[config.mk]
export PLATFORM = sky130hd
export DESIGN_NAME = food_spawn_ctrl
export DESIGN_NICKNAME = d
export VERILOG_FILES = /design/src/rtl/food_spawn_ctrl.sv
export SDC_FILE = /design/constraint.sdc
export NUM_CORES = 1
export LEC_CHECK = 0
export ABC_AREA = 1
export BUFFER_PORTS_ARGS = -buffer_cell sky130_fd_sc_hd__buf_2
export CORE_ASPECT_RATIO = 1.4
export CORE_UTILIZATION = 53
export DETAILED_ROUTE_END_ITERATION = 16
export PLACE_DENSITY = 0.81
export REMOVE_ABC_BUFFERS = 1
export SYNTH_ARGS = -nofsm -noshare
export SYNTH_HDL_FRONTEND = slang
export SYNTH_SLANG_ARGS = --single-unit
[constraint.sdc]
create_clock -name clk -period 1.9 [get_ports clk]
set_input_delay 0.475 -clock clk [delete_from_list [all_inputs] [get_ports clk]]
set_output_delay 0.475 -clock clk [all_outputs]
set_load 0.1 [all_outputs]
[src/rtl/food_spawn_ctrl.sv]
// Food placement sequencer: draws LFSR candidate cells, scans the snake body
// memory for collisions and publishes the first free cell as the food position.
module food_spawn_ctrl #(
    parameter int          MAX_LEN   = 64,
    parameter int          IDX_W     = 6,
    parameter int          GRID_H    = 24,
    parameter int          MAX_TRIES = 8,
    parameter logic [15:0] SEED      = 16'hACE1
) (
    input  logic             clk,
    input  logic             rst_n,
    input  logic [1:0]       game_state,
    input  logic             get_food,
    input  logic [IDX_W:0]   snake_len,
    output logic [IDX_W-1:0] seg_addr,
    input  logic [4:0]       seg_x,
    input  logic [4:0]       seg_y,
    output logic [4:0]       food_x,
    output logic [4:0]       food_y,
    output logic             food_valid,
    output logic             busy,
    output logic             spawn_fail
);

    localparam int               LW        = IDX_W + 1;
    localparam int               CNT_W     = $clog2(MAX_TRIES + 1);
    localparam logic [15:0]      SEED_EFF  = (SEED == 16'h0000) ? 16'hACE1 : SEED;
    localparam logic [LW-1:0]    MAX_LEN_W = LW'(MAX_LEN);
    localparam logic [5:0]       GRID_H_W  = 6'(GRID_H);
    localparam logic [CNT_W-1:0] TRIES_W   = CNT_W'(MAX_TRIES);
    localparam logic [1:0]       GS_PLAY   = 2'b00;
    localparam logic [1:0]       GS_PAUSE  = 2'b01;
    localparam logic [1:0]       GS_START  = 2'b10;
    localparam logic [1:0]       GS_OVER   = 2'b11;

    typedef enum logic [2:0] {
        S_IDLE,
        S_DRAW,
        S_SCAN,
        S_PUBLISH,
        S_FAIL
    } state_t;

    state_t           state_q;
    logic [15:0]      lfsr_q;
    logic [1:0]       gs_q;
    logic [4:0]       cand_x_q;
    logic [4:0]       cand_y_q;
    logic [LW-1:0]    len_q;
    logic [IDX_W-1:0] seg_addr_q;
    logic [IDX_W-1:0] cmp_idx_q;
    logic             pend_q;
    logic             reiss_q;
    logic [CNT_W-1:0] tries_q;
    logic [4:0]       food_x_q;
    logic [4:0]       food_y_q;
    logic             food_valid_q;
    logic             busy_q;
    logic             spawn_fail_q;

    logic [15:0]      lfsr_d;
    logic [LW-1:0]    len_eff;
    logic             start_edge;
    logic             food_req;
    logic             cy_oob;
    logic             hit;
    logic             scan_last;
    logic             addr_last;

    // x^16+x^15+x^13+x^4+1, shifting left with feedback into bit 0
    assign lfsr_d     = {lfsr_q[14:0], lfsr_q[15] ^ lfsr_q[14] ^ lfsr_q[12] ^ lfsr_q[3]};
    assign len_eff    = (snake_len > MAX_LEN_W) ? MAX_LEN_W : snake_len;
    assign start_edge = (game_state == GS_START) && (gs_q != GS_START);
    assign food_req   = get_food && (game_state == GS_PLAY) && (state_q == S_IDLE);
    assign cy_oob     = {1'b0, lfsr_q[12:8]} >= GRID_H_W;
    assign hit        = (seg_x == cand_x_q) && (seg_y == cand_y_q);
    assign scan_last  = ({1'b0, cmp_idx_q} + LW'(1)) == len_q;
    assign addr_last  = ({1'b0, seg_addr_q} + LW'(1)) >= len_q;

    always_ff @(posedge clk or negedge rst_n) begin
        if (!rst_n) begin
            state_q      <= S_IDLE;
            lfsr_q       <= SEED_EFF;
            gs_q         <= GS_PLAY;
            cand_x_q     <= '0;
            cand_y_q     <= '0;
            len_q        <= '0;
            seg_addr_q   <= '0;
            cmp_idx_q    <= '0;
            pend_q       <= 1'b0;
            reiss_q      <= 1'b0;
            tries_q      <= '0;
            food_x_q     <= '0;
            food_y_q     <= '0;
            food_valid_q <= 1'b0;
            busy_q       <= 1'b0;
            spawn_fail_q <= 1'b0;
        end else begin
            lfsr_q <= lfsr_d;
            gs_q   <= game_state;
            if (start_edge || food_req) begin
                state_q      <= S_DRAW;
                busy_q       <= 1'b1;
                food_valid_q <= 1'b0;
                spawn_fail_q <= 1'b0;
                tries_q      <= '0;
                pend_q       <= 1'b0;
                reiss_q      <= 1'b0;
            end else if (busy_q && (game_state == GS_OVER)) begin
                state_q      <= S_IDLE;
                busy_q       <= 1'b0;
                food_valid_q <= 1'b0;
                pend_q       <= 1'b0;
                reiss_q      <= 1'b0;
            end else if (game_state == GS_PAUSE) begin
                // The in-flight read is lost while paused; remember to re-issue it.
                if ((state_q == S_SCAN) && pend_q) begin
                    pend_q  <= 1'b0;
                    reiss_q <= 1'b1;
                end
            end else begin
                unique case (state_q)
                    S_IDLE: begin
                    end
                    S_DRAW: begin
                        if (!cy_oob) begin
                            cand_x_q   <= lfsr_q[4:0];
                            cand_y_q   <= lfsr_q[12:8];
                            len_q      <= len_eff;
                            seg_addr_q <= '0;
                            pend_q     <= 1'b0;
                            state_q    <= (len_eff == '0) ? S_PUBLISH : S_SCAN;
                        end
                    end
                    S_SCAN: begin
                        if (reiss_q) begin
                            seg_addr_q <= cmp_idx_q;
                            reiss_q    <= 1'b0;
                        end else if (pend_q && hit) begin
                            tries_q <= tries_q + CNT_W'(1);
                            pend_q  <= 1'b0;
                            if ((tries_q + CNT_W'(1)) == TRIES_W) begin
                                state_q <= S_FAIL;
                                busy_q  <= 1'b0;
                            end else begin
                                state_q <= S_DRAW;
                            end
                        end else if (pend_q && scan_last) begin
                            pend_q  <= 1'b0;
                            state_q <= S_PUBLISH;
                        end else begin
                            // Data for seg_addr_q arrives next cycle; hold the last address.
                            pend_q    <= 1'b1;
                            cmp_idx_q <= seg_addr_q;
                            if (!addr_last) begin
                                seg_addr_q <= seg_addr_q + IDX_W'(1);
                            end
                        end
                    end
                    S_PUBLISH: begin
                        food_x_q     <= cand_x_q;
                        food_y_q     <= cand_y_q;
                        food_valid_q <= 1'b1;
                        busy_q       <= 1'b0;
                        state_q      <= S_IDLE;
                    end
                    S_FAIL: begin
                        spawn_fail_q <= 1'b1;
                        state_q      <= S_IDLE;
                    end
                    default: begin
                        state_q <= S_IDLE;
                        busy_q  <= 1'b0;
                    end
                endcase
            end
        end
    end

    assign seg_addr   = seg_addr_q;
    assign food_x     = food_x_q;
    assign food_y     = food_y_q;
    assign food_valid = food_valid_q;
    assign busy       = busy_q;
    assign spawn_fail = spawn_fail_q;

endmodule
==> summary.md, run 1 <==
The run gives 550 as the number of nets in the layout. Subtracting the final worst setup slack from the clock period gives 2140 ps. The clock passes through at most 2 buffers.

The final standard cell area without fillers is 4320 µm², and the die extent in x is 71.1 µm. For the placed instance count, the log shows 570. The logs give 508 for the number of filler cells placed in the layout and 0 for the number of pins with negative max-slew slack in the final report.

Cell area power density: 1190 nW/µm². Setup repair after global routing could not meet its margin everywhere. For the number of warnings issued by yosys, the log shows 0. The mux share of post-synthesis cell area was 0.

The worst setup path is captured at a flip-flop. Routability-driven placement finished with a final weighted congestion of 0.949. The worst-case IR drop observed on VDD is 0.694 mV. The power after layout is 5.12 mW.

The CTS clock-pin slew for the worst setup and hold paths was 80 ps. The run finished, with violations left. The tools report the master cell of the clock root buffer as sky130_fd_sc_hd__clkbuf_8. Data on the critical path arrives at its endpoint at 2420 ps. Counting flops and latches in the post-synthesis netlist gives 69. The number of global-route vias before repair came out at 3250. The simple logic cell fraction of the synthesized area works out to 0.262.

The clock drives 69 sinks. The first global-routing pass estimated 14.2 mm of wire. For the leakage dissipation, the log shows 2.30 nW.

In the final timing run, aggregate negative setup slack is -1340 ps. Leaving out fill and tap cells, the most frequent cells in the layout are sky130_fd_sc_hd__nand2_1, sky130_fd_sc_hd__inv_1, sky130_fd_sc_hd__dfrtp_1. OpenSTA, run right after detailed placement, puts the worst setup slack at -307 ps.

The run gives 0 as the number of nets with antenna violations after routing. The logs give 0.558 for the effective utilization at floorplan and 6.06 mm for the sum of net half-perimeters after detailed placement. The share of the cycle needed by the critical path after routing was 1.13; the total via count after detailed routing was 3185. The number of distinct library cells after synthesis is 31, and the post-synthesis share of cell area spent on full adders, half adders and majority gates is 0.0389. The diode insertion count for antenna repair was 0; the number of iterations in the first detailed-routing pass was 10. The tools report the total standard cell area after synthesis as 3540 µm². Along the worst path, the maximum fanout reaches 7. The min-delay analysis places its worst path in the category input port to asynchronous set/reset pin. Entering global routing, the biggest net connects 70 pins. The slew at the pin with the worst max-slew slack works out to 501 ps. Traced cell by cell, the critical path runs through ha_2 -> xor2_1 -> ha_1 -> nand2_1 -> o21ai_0 -> nand4_1 -> o211ai_1 -> nand2_2 -> nand3_4 -> nand2_1 -> nand2_1. The hold violation count in the final report is 0. The worst setup path category was flip-flop to flip-flop.

Across the run, the number of max-cap violations was 0. The checks that failed: design-rule violations, negative setup slack. The sequential-to-total area share from yosys stat was 0.491. By area, the combinational part of the netlist is dominated by simple AND/OR/NAND/NOR gates.

Summed over all layers, the routed wires come to 8.43 mm. At the worst endpoint, the required time is 2180 ps. The worst setup slack after layout is -242 ps. The row count is 34. In this design, the largest share of critical-path delay is due to simple AND/OR/NAND/NOR gates. The xor and xnor fraction of the mapped netlist area was 0.0297.

The critical path buffer and inverter count works out to 0. The share of synthesized registers carrying an async set or reset was 1.00; the share of cells above drive strength 1 was 0.222. The logs give 146 for the DRC violation total after the first TritonRoute iteration and 0.663 for the worst max-slew margin expressed relative to the limit. Initial antenna violation count: 0. Leaving out filler cells and counting taps, the final layout contains 594. STA classifies the critical path startpoint as a flip-flop. Hold-fix buffer count after cts: 0.

Dividing the synthesized area by the synthesized cell count gives 7.94 µm². The delay contributed by the slowest stage of the critical path was 410 ps; the growth of design area from synthesis to finish was 22.1%. Derived from the worst setup path, the maximum achievable clock frequency is 0.467 GHz. Leaving out fill and tap cells, the most frequent cell in the layout is sky130_fd_sc_hd__nand2_1. The run gives 3 as the depth of the CTS H-tree. Counting every instance in the synthesized netlist gives 446. The clock arrives with 13.3 ps of skew. Summing all placed instances gives a cell area of 3970 µm². Input and output buffers added on the ports amount to 40. The largest individual stage delay along the critical path comes from the cell sky130_fd_sc_hd__dfrtp_1. The logs give 0 for the residual overflow from global routing and 6340 µm² for the core area. The share of the synthesized area in compound gates (AO/OA/AOI/OAI) was 0.0954; the remaining routing DRC violations was 1. Number of synthesized flops with an enable pin: 0.

The number of failing setup endpoints in the final timing report is 6, and the post-detailed-route via-to-cell ratio is 5.36. TritonCTS built the clock tree. The clock latency on the worst-skew pair was 350 ps; the number of top-level pins was 41. In this design, the critical path's most frequently occurring cell is sky130_fd_sc_hd__nand2_1. The routed length per placed instance was 14.2 µm; the number of buffers inserted during clock tree synthesis was 9.

Die height: 98.7 µm. The post-route core utilization is 0.682, and the all-layer global routing usage is 0.264. In the synthesized netlist the dominant register cell turns out to be sky130_fd_sc_hd__dfrtp_1.

Hold timing on the final database bottoms out at a slack of 126 ps. The tools report the full die area as 7010 µm².
-- cells by family (layout without fill, tap and decap cells) --
kind of cell,count (synthesis),after routing
xor gates and xnor gates,12,12
and+or+nand+nor,217,217
buffers and inverters,77,153
AOI/OAI and AO/OA,60,60
adders and majority gates,11,11
DFF,69,69
-- path summary, 6_finish.rpt --
check / slack, ps / start / end / cells past startpoint
min in group clk: 270 / game_state[0] / gs_q[0]$_DFF_PN0_ / 1
worst max register to register: -240 / seg_addr[0]$_DFFE_PN0P_ / seg_addr[5]$_DFFE_PN0P_ / 11
worst min-delay path: 130 / rst_n / cmp_idx_q[5]$_DFFE_PN0P_ / 2
max in group asynchronous: 1440 / rst_n / lfsr_q[13]$_DFF_PN1_ / 2
worst max-delay path: -240 / seg_addr[0]$_DFFE_PN0P_ / seg_addr[5]$_DFFE_PN0P_ / 11
worst min register to register: 360 / lfsr_q[5]$_DFF_PN1_ / lfsr_q[6]$_DFF_PN1_ / 0
-- power by group --
| group | internal, mW | switching (mW) |
|---|---|---|
| logic | 0.601 | 1.46 |
| clock network | 0.712 | 0.556 |
| registers | 1.65 | 0.144 |
| total | 2.97 | 2.16 |
-- area by class of cell --
type	instances	area, µm²	area share
Multi-Input combinational cell	300	1590	0.368
Sequential cell	69	1740	0.402
Clock buffer	13	169	0.0391
Inverter	70	264	0.0611
Timing Repair Buffer	67	429	0.0993
Tap cell	72	90.1	0.0209
Clock inverter	3	42.5	0.00985
-- synth_stat cells, drive strengths merged (8+ instances only) --
master,instances,area share
a21oi,8,0.012
dfrtp,61,0.43
dfstp,8,0.059
ha,11,0.039
inv,69,0.073
nand2,141,0.15
nand3,22,0.033
nand4,14,0.025
nor2,31,0.037
o21ai,36,0.052
o22ai,8,0.014
-- flip-flops by register name, summed over array words and instances, names as in the netlist --
signal / cells
lfsr_q: 16
len_q: 7
cmp_idx_q: 6
seg_addr: 6
cand_x_q: 5
cand_y_q: 5
food_x: 5
food_y: 5
tries_q: 4
state_q: 3
gs_q: 2
busy: 1
food_valid: 1
pend_q: 1
reiss_q: 1
spawn_fail: 1
-- repair_timing --
item                                    4_1_cts  5_1_grt
pin swaps                                     4        9
gates resized for setup                       7       17
endpoints found under the hold margin         0        0
setup buffers                                 6        1
endpoints found under the setup margin        6       18
cloned                                        0        1
-- per-layer routing --
metal,GRT usage,up-vias,share of wire
li1,-,1564,-
met1,0.280,1491,0.38
met2,0.488,95,0.54
met3,0.0511,35,0.045
met4,0.135,0,0.035
met5,0,-,0
(Power assumes the default switching activity.)
==> inputs of run 2 (changes only) <==
--- a/config.mk
+++ b/config.mk
@@ -15,3 +15,4 @@
 export SYNTH_ARGS = -nofsm -noshare
 export SYNTH_HDL_FRONTEND = slang
 export SYNTH_SLANG_ARGS = --single-unit
+export TNS_END_PERCENT = 1
==> summary.md, run 2 (synthesis results as in run 1) <==
The flow ran to the end, but the final reports show violations. Violations in the final reports: negative setup slack (was design-rule violations, negative setup slack). The share of the cycle needed by the critical path after routing is 1.16 (was 1.13). The tools report the buffer depth of the longest clock path as 2 (unchanged).

The required arrival time at the worst endpoint is 2190 ps (was 2180 ps), and the depth of the CTS H-tree is 3 (unchanged). The number of buffers inserted by port buffering works out to 40 (unchanged). The global-route wire length before repair is 14.2 mm (about the same), and the worst setup slack after placement is -307 ps (unchanged). The routed length per placed instance was 14.3 µm (was 14.2 µm). The remaining routing DRC violations is 0 (was 1). Number of max-cap violations: 0 (unchanged). The number of failing setup endpoints in the final timing report is 6 (unchanged). The run gives 9 (unchanged) as the number of buffers inserted during clock tree synthesis.

The post-detailed-route via-to-cell ratio works out to 5.36 (about the same). Worst setup path endpoint: seg_addr[5]$_DFFE_PN0P_ (unchanged). Net switching power of the design: 2.15 mW (was 2.16 mW). The master cell of the clock root buffer was sky130_fd_sc_hd__clkbuf_8 (unchanged). The register-to-register setup slack was -300 ps (was -240 ps).

The final setup skew was 9.83 ps (was 13.3 ps); the final RePlAce weighted congestion was 0.949 (unchanged). The largest fanout on the critical path is 7 (unchanged). The tools report the portion of total power attributed to sequential cells as 0.353 (was 0.351).

The largest voltage drop on the vdd net was 0.693 mV (was 0.694 mV). The logs give 0 (unchanged) for the number of nets with antenna violations after routing and 0 (unchanged) for the diode insertion count for antenna repair. Class of the worst hold path: input port to asynchronous set/reset pin (unchanged). Commonest non-fill, non-tap cell in the layout: sky130_fd_sc_hd__nand2_1 (unchanged).

The run gives 2.97 mW (about the same) as the internal cell power. The number of pins with negative max-slew slack in the final report is 0 (unchanged). The number of iterations in the first detailed-routing pass came out at 6 (was 10).

Critical path endpoint category: a flip-flop (unchanged). The sum of net half-perimeters after detailed placement is 6.06 mm (unchanged). The pin count of the biggest net entering global routing was 70 (unchanged); the post-place instance area was 3970 µm² (unchanged). The post-route minimum period was 2200 ps (was 2140 ps).

The final sum of negative setup slack was -1730 ps (was -1340 ps); the number of flip-flops under the largest register name was 16 (unchanged). The worst max-slew margin expressed relative to the limit came out at 0.681 (was 0.663). The tools report the worst flop-to-flop path endpoint as seg_addr[5]$_DFFE_PN0P_ (unchanged).

The top register by number of flip-flops is lfsr_q (unchanged). The switching power share of the total works out to 0.420 (was 0.421). Number of top-level pins: 41 (unchanged). The tools report the residual overflow from global routing as 0 (unchanged). TritonCTS built the clock tree. Setup repair after global routing could not meet its margin everywhere. Largest registers in the final layout: lfsr_q x16, len_q x7 (unchanged).

The hold violation count in the final report was 0 (unchanged); the relative contribution of the clock network to total power was 0.247 (was 0.248). For the placed instance count, the log shows 570 (unchanged). For the number of global-route vias before repair, the log shows 3239 (was 3250). The run gives 7010 µm² (unchanged) as the full die area. The tools report the detailed-route wire length as 8.48 mm (was 8.43 mm). The final standard cell count with taps included and fillers excluded came out at 593 (was 594). For the leakage dissipation, the log shows 2.29 nW (was 2.30 nW). For the worst setup slack after layout, the log shows -303 ps (was -242 ps). The tools report the number of nets in the layout as 549 (was 550). The count of clock tree sinks is 69 (unchanged), and the clock latency on the worst-skew pair is 350 ps (about the same). The tools report the type of element launching the critical path as a flip-flop (unchanged). The all-layer global routing usage came out at 0.263 (was 0.264).

Core area: 6340 µm² (unchanged). The power after layout is 5.11 mW (was 5.12 mW). The worst setup path startpoint is seg_addr[1]$_DFFE_PN0P_ (was seg_addr[0]$_DFFE_PN0P_). The CTS clock-pin slew for the worst setup and hold paths is 80 ps (about the same). The growth of design area from synthesis to finish works out to 22.0% (was 22.1%).

Leading cell types in the layout, fill and taps excluded: sky130_fd_sc_hd__nand2_1, sky130_fd_sc_hd__inv_1, sky130_fd_sc_hd__dfrtp_1 (unchanged). The logs give 34 (unchanged) for the row count and 0 (unchanged) for the initial antenna violation count. The startpoint of the worst-slack reg-to-reg timing path is seg_addr[1]$_DFFE_PN0P_ (was seg_addr[0]$_DFFE_PN0P_). The final standard cell area without fillers came out at 4320 µm² (about the same).

The DRC violation total after the first TritonRoute iteration is 122 (was 146), and the effective utilization at floorplan is 0.558 (unchanged). The combinational cell fraction of total power is 0.400 (was 0.402). The share of cells above drive strength 1 works out to 0.213 (was 0.222). The slew at the pin with the worst max-slew slack is 474 ps (was 501 ps), and the die height is 98.7 µm (unchanged). The cell count of the worst reg-to-reg path was 13 (was 11); the cell area power density was 1180 nW/µm² (was 1190 nW/µm²). The tools report the achievable frequency as 0.454 GHz (was 0.467 GHz).

The die extent in x was 71.1 µm (unchanged). The tools report the arrival time of data at the critical path endpoint as 2490 ps (was 2420 ps). Total via count after detailed routing: 3179 (was 3185).

The worst setup path category is flip-flop to flip-flop (unchanged).
[run 2: cell type report]
type | count | area [µm²]
fill | 508 | 2020
sequential | 69 | 1740
multi-input combinational | 300 | 1590
timing repair buffer | 66 | 427
inverter | 70 | 264
clock buffer | 13 | 169
tap | 72 | 90.1
clock inverter | 3 | 42.5
[run 2: metal layers]
layer,part of all wire,track usage
met4,0.039,0.152
met1,0.38,0.281
met3,0.035,0.0450
met5,0,0
met2,0.55,0.479
[run 2: worst min path at each step]
stage,start,end,cells after the start
CTS,rst_n,cmp_idx_q[5]$_DFFE_PN0P_,2
global route,rst_n,len_q[4]$_DFFE_PN0P_,2
global placement,lfsr_q[6]$_DFF_PN1_,lfsr_q[7]$_DFF_PN1_,0
floorplan,rst_n,busy$_DFFE_PN0P_,0
detailed placement,lfsr_q[6]$_DFF_PN1_,lfsr_q[7]$_DFF_PN1_,0
finish,rst_n,cmp_idx_q[5]$_DFFE_PN0P_,2
[run 2: stage by stage]
stage | utilization | hold WS [ps]
3_5_place_dp | 0.626 | 350
6_report | 0.681 | 122
5_1_grt | 0.681 | 172
4_1_cts | 0.669 | 149
3_3_place_gp | 0.626 | 347
2_1_floorplan | - | 179
[run 2: worst max-delay path: stages (launching register included)]
cell	delay, ps
sky130_fd_sc_hd__dfrtp_1	440
sky130_fd_sc_hd__ha_4	200
sky130_fd_sc_hd__nand3_1	80
sky130_fd_sc_hd__nand2_1	70
sky130_fd_sc_hd__nand2_1	120
sky130_fd_sc_hd__inv_2	60
sky130_fd_sc_hd__ha_4	270
sky130_fd_sc_hd__buf_4	110
sky130_fd_sc_hd__nand3_1	70
sky130_fd_sc_hd__o211ai_1	260
sky130_fd_sc_hd__nand2_2	170
sky130_fd_sc_hd__nand3_4	150
sky130_fd_sc_hd__nand2_1	60
sky130_fd_sc_hd__nand2_1	60
[run 2: what timing repair did]
item | CTS | global route
setup endpoints to repair | 6 | 18
hold buffers | 0 | 0
gates resized for setup | 4 | 15
endpoints found under the hold margin | 0 | 0
buffers inserted | 6 | 1
pin swaps | 3 | 8
[run 2: power by group through the flow]
stage	clock network, mW	logic, mW	registers (mW)
floorplan	0	0.846	2.35
global placement	0	1.85	1.81
detailed placement	0	1.90	1.82
CTS	1.27	1.95	1.79
global route	1.33	2.24	1.82
finish	1.26	2.04	1.81
==> inputs of run 3 (changes only) <==
--- a/config.mk
+++ b/config.mk
@@ -7,10 +7,12 @@
 export LEC_CHECK = 0
 export ABC_AREA = 1
 export BUFFER_PORTS_ARGS = -buffer_cell sky130_fd_sc_hd__buf_2
+export CELL_PAD_IN_SITES_DETAIL_PLACEMENT = 1
+export CELL_PAD_IN_SITES_GLOBAL_PLACEMENT = 2
 export CORE_ASPECT_RATIO = 1.4
-export CORE_UTILIZATION = 53
+export CORE_UTILIZATION = 31
 export DETAILED_ROUTE_END_ITERATION = 16
-export PLACE_DENSITY = 0.81
+export PLACE_DENSITY_LB_ADDON = 0.1
 export REMOVE_ABC_BUFFERS = 1
 export SYNTH_ARGS = -nofsm -noshare
 export SYNTH_HDL_FRONTEND = slang
==> summary.md, run 3 (synthesis results as in run 1) <==
The flow ran to the end, but the final reports show violations. Violations in the final reports: negative setup slack (unchanged). The run gives 1740 µm² (unchanged) as the register area. Required arrival time at the worst endpoint: 2170 ps (was 2190 ps).

The logs give 0.189 (was 0.263) for the all-layer global routing usage and 10.4 mm (was 8.48 mm) for the detailed-route wire length. Number of failing setup endpoints in the final timing report: 6 (unchanged). The die height was 128 µm (was 98.7 µm). The tools report the met1 routing resource usage after global routing as 0.198 (was 0.281). The post-route core utilization came out at 0.421 (was 0.681). For the final sum of negative setup slack, the log shows -1440 ps (was -1730 ps).

The tools report the startpoint of the worst-slack reg-to-reg timing path as seg_addr[0]$_DFFE_PN0P_ (was seg_addr[1]$_DFFE_PN0P_). TritonCTS built the clock tree. Number of nets in the layout: 566 (was 549). For the worst setup slack after placement, the log shows -377 ps (was -307 ps). The tools report the critical path endpoint category as a flip-flop (unchanged). The commonest non-fill, non-tap cell in the layout is sky130_fd_sc_hd__nand2_1 (unchanged). The achievable frequency was 0.467 GHz (was 0.454 GHz).

The post-detailed-route via-to-cell ratio was 4.72 (was 5.36). The number of buffers inserted by port buffering is 40 (unchanged). The tools report the hold violation count in the final report as 0 (unchanged). The growth of design area from synthesis to finish is 30.7% (was 22.0%), and the diode insertion count for antenna repair is 0 (unchanged). The tools report the full die area as 11900 µm² (was 7010 µm²). The final standard cell count with taps included and fillers excluded is 679 (was 593), and the cell area power density is 1230 nW/µm² (was 1180 nW/µm²).

The class of the worst hold path was input port to asynchronous set/reset pin (unchanged). Largest registers in the final layout: lfsr_q x16, len_q x7 (unchanged). For the clock latency on the worst-skew pair, the log shows 330 ps (was 350 ps). The slew at the pin with the worst max-slew slack was 491 ps (was 474 ps).

Leading cell types in the layout, fill and taps excluded: sky130_fd_sc_hd__nand2_1, sky130_fd_sc_hd__inv_1, sky130_fd_sc_hd__dfrtp_1 (unchanged). The met3 track utilization from global routing was 0.0325 (was 0.0450). The share of the cycle needed by the critical path after routing is 1.13 (was 1.16), and the placed instance count is 654 (was 570). The share of cells above drive strength 1 is 0.234 (was 0.213), and the sum of net half-perimeters after detailed placement is 7.92 mm (was 6.06 mm). The run gives 2410 ps (was 2490 ps) as the arrival time of data at the critical path endpoint.

Number of nets with antenna violations after routing: 0 (unchanged). The worst setup path startpoint was seg_addr[0]$_DFFE_PN0P_ (was seg_addr[1]$_DFFE_PN0P_). The number of flip-flops under the largest register name is 16 (unchanged), and the effective utilization at floorplan is 0.322 (was 0.558). The number of max-cap violations was 0 (unchanged). The top register by number of flip-flops is lfsr_q (unchanged). The remaining routing DRC violations is 0 (unchanged). The CTS clock-pin slew for the worst setup and hold paths is 60 ps (was 80 ps).

The number of iterations in the first detailed-routing pass was 4 (was 6); the post-route minimum period was 2140 ps (was 2200 ps). The global-route wire length before repair came out at 17.1 mm (was 14.2 mm). Setup repair after global routing could not meet its margin everywhere.

Number of top-level pins: 41 (unchanged). The die extent in x is 92.3 µm (was 71.1 µm), and the row count is 45 (was 34). The tools report the number of pins with negative max-slew slack in the final report as 0 (unchanged). The run gives 0.635 mV (was 0.693 mV) as the largest voltage drop on the vdd net.

Worst setup path category: flip-flop to flip-flop (unchanged). For the number of filler cells placed in the layout, the log shows 1345 (was 508). The initial antenna violation count came out at 0 (unchanged). The run gives 6.24 ps (was 9.83 ps) as the final setup skew. The DRC violation total after the first TritonRoute iteration is 84 (was 122). The tools report the master cell of the clock root buffer as sky130_fd_sc_hd__clkbuf_16 (was sky130_fd_sc_hd__clkbuf_8). The buffer depth of the longest clock path came out at 2 (unchanged). For the residual overflow from global routing, the log shows 0 (unchanged). The logs give 3 (unchanged) for the depth of the CTS H-tree and 70 (unchanged) for the pin count of the biggest net entering global routing. The total via count after detailed routing is 3204 (was 3179), and the largest fanout on the critical path is 7 (unchanged). The met2 demand-to-capacity share in global routing is 0.360 (was 0.479). The count of clock tree sinks is 69 (unchanged), and the number of global-route vias before repair is 3560 (was 3239).

The worst setup slack after layout is -243 ps (was -303 ps). The type of element launching the critical path was a flip-flop (unchanged). The most crowded layer after global routing was met2 (unchanged). The core area was 11000 µm² (was 6340 µm²); the number of buffers inserted during clock tree synthesis was 9 (unchanged). The worst max-slew margin expressed relative to the limit is 0.675 (was 0.681). The run gives 2.45 nW (was 2.29 nW) as the leakage dissipation. The multi-input gate area in the final layout is 1570 µm² (was 1590 µm²), and the final RePlAce weighted congestion is 0.823 (was 0.949). The routed length per placed instance came out at 15.3 µm (was 14.3 µm).
[run 3: cell types whose count changed in the layout (fill, tap and decap cells not counted), sizes merged]
| cell | before | now |
|---|---|---|
| clkbuf | 13 | 10 |
| buf | 66 | 83 |
| bufinv | 1 | 2 |
| clkinv | 2 | 4 |
[run 3: power by group]
| group | switching, mW | internal, mW |
|---|---|---|
| logic | 1.45 | 0.631 |
| clock network | 0.640 | 1.18 |
| registers | 0.155 | 1.65 |
[run 3: through the flow]
stage	power [mW]	instance area (µm²)	hold WS, ps
floorplan	3.19	3510	179
global placement	3.81	4170	348
detailed placement	3.85	4170	347
CTS	5.77	4580	184
global route	6.05	4630	173
finish	5.71	4630	151
[run 3: repair_timing]
| action | in CTS | in global routing |
|---|---|---|
| resized for setup | 4 | 12 |
| hold buffers | 0 | 0 |
| setup buffers | 9 | 0 |
| endpoints found under the setup margin | 8 | 16 |
| pin swaps | 3 | 7 |
[run 3: cell type report]
class | count | share of cell area
tap | 141 | 0.0381
clock buffer | 10 | 0.0516
multi-input combinational | 300 | 0.340
timing repair buffer | 83 | 0.119
sequential | 69 | 0.376
clock inverter | 6 | 0.0187
inverter | 70 | 0.0571
[run 3: metal layers]
metal  up-vias  share of wire
met3        14          0.018
met4         0          0.028
met1      1555           0.40
li1       1596              -
met2        39           0.56
met5         -              0
[run 3: path summary, 6_finish.rpt]
| kind | end | slack [ps] | cells past startpoint |
|---|---|---|---|
| worst min-delay path | len_q[5]$_DFFE_PN0P_ | 150 | 2 |
| worst max-delay path | seg_addr[1]$_DFFE_PN0P_ | -240 | 11 |
| worst max register to register | seg_addr[1]$_DFFE_PN0P_ | -240 | 11 |
| max in group asynchronous | lfsr_q[13]$_DFF_PN1_ | 1380 | 2 |
| worst min register to register | lfsr_q[6]$_DFF_PN1_ | 360 | 0 |
| min in group clk | gs_q[0]$_DFF_PN0_ | 280 | 1 |
[run 3: critical path: stages, from the launching register on]
cell and delay, ps:
sky130_fd_sc_hd__dfrtp_1 420, sky130_fd_sc_hd__nand3_2 130, sky130_fd_sc_hd__buf_4 160, sky130_fd_sc_hd__xor2_1 200
sky130_fd_sc_hd__inv_1 80, sky130_fd_sc_hd__ha_1 300, sky130_fd_sc_hd__nand4_1 100, sky130_fd_sc_hd__o211ai_1 260
sky130_fd_sc_hd__nand2_2 170, sky130_fd_sc_hd__nand3_4 140, sky130_fd_sc_hd__nand2_1 60, sky130_fd_sc_hd__nand2_1 50
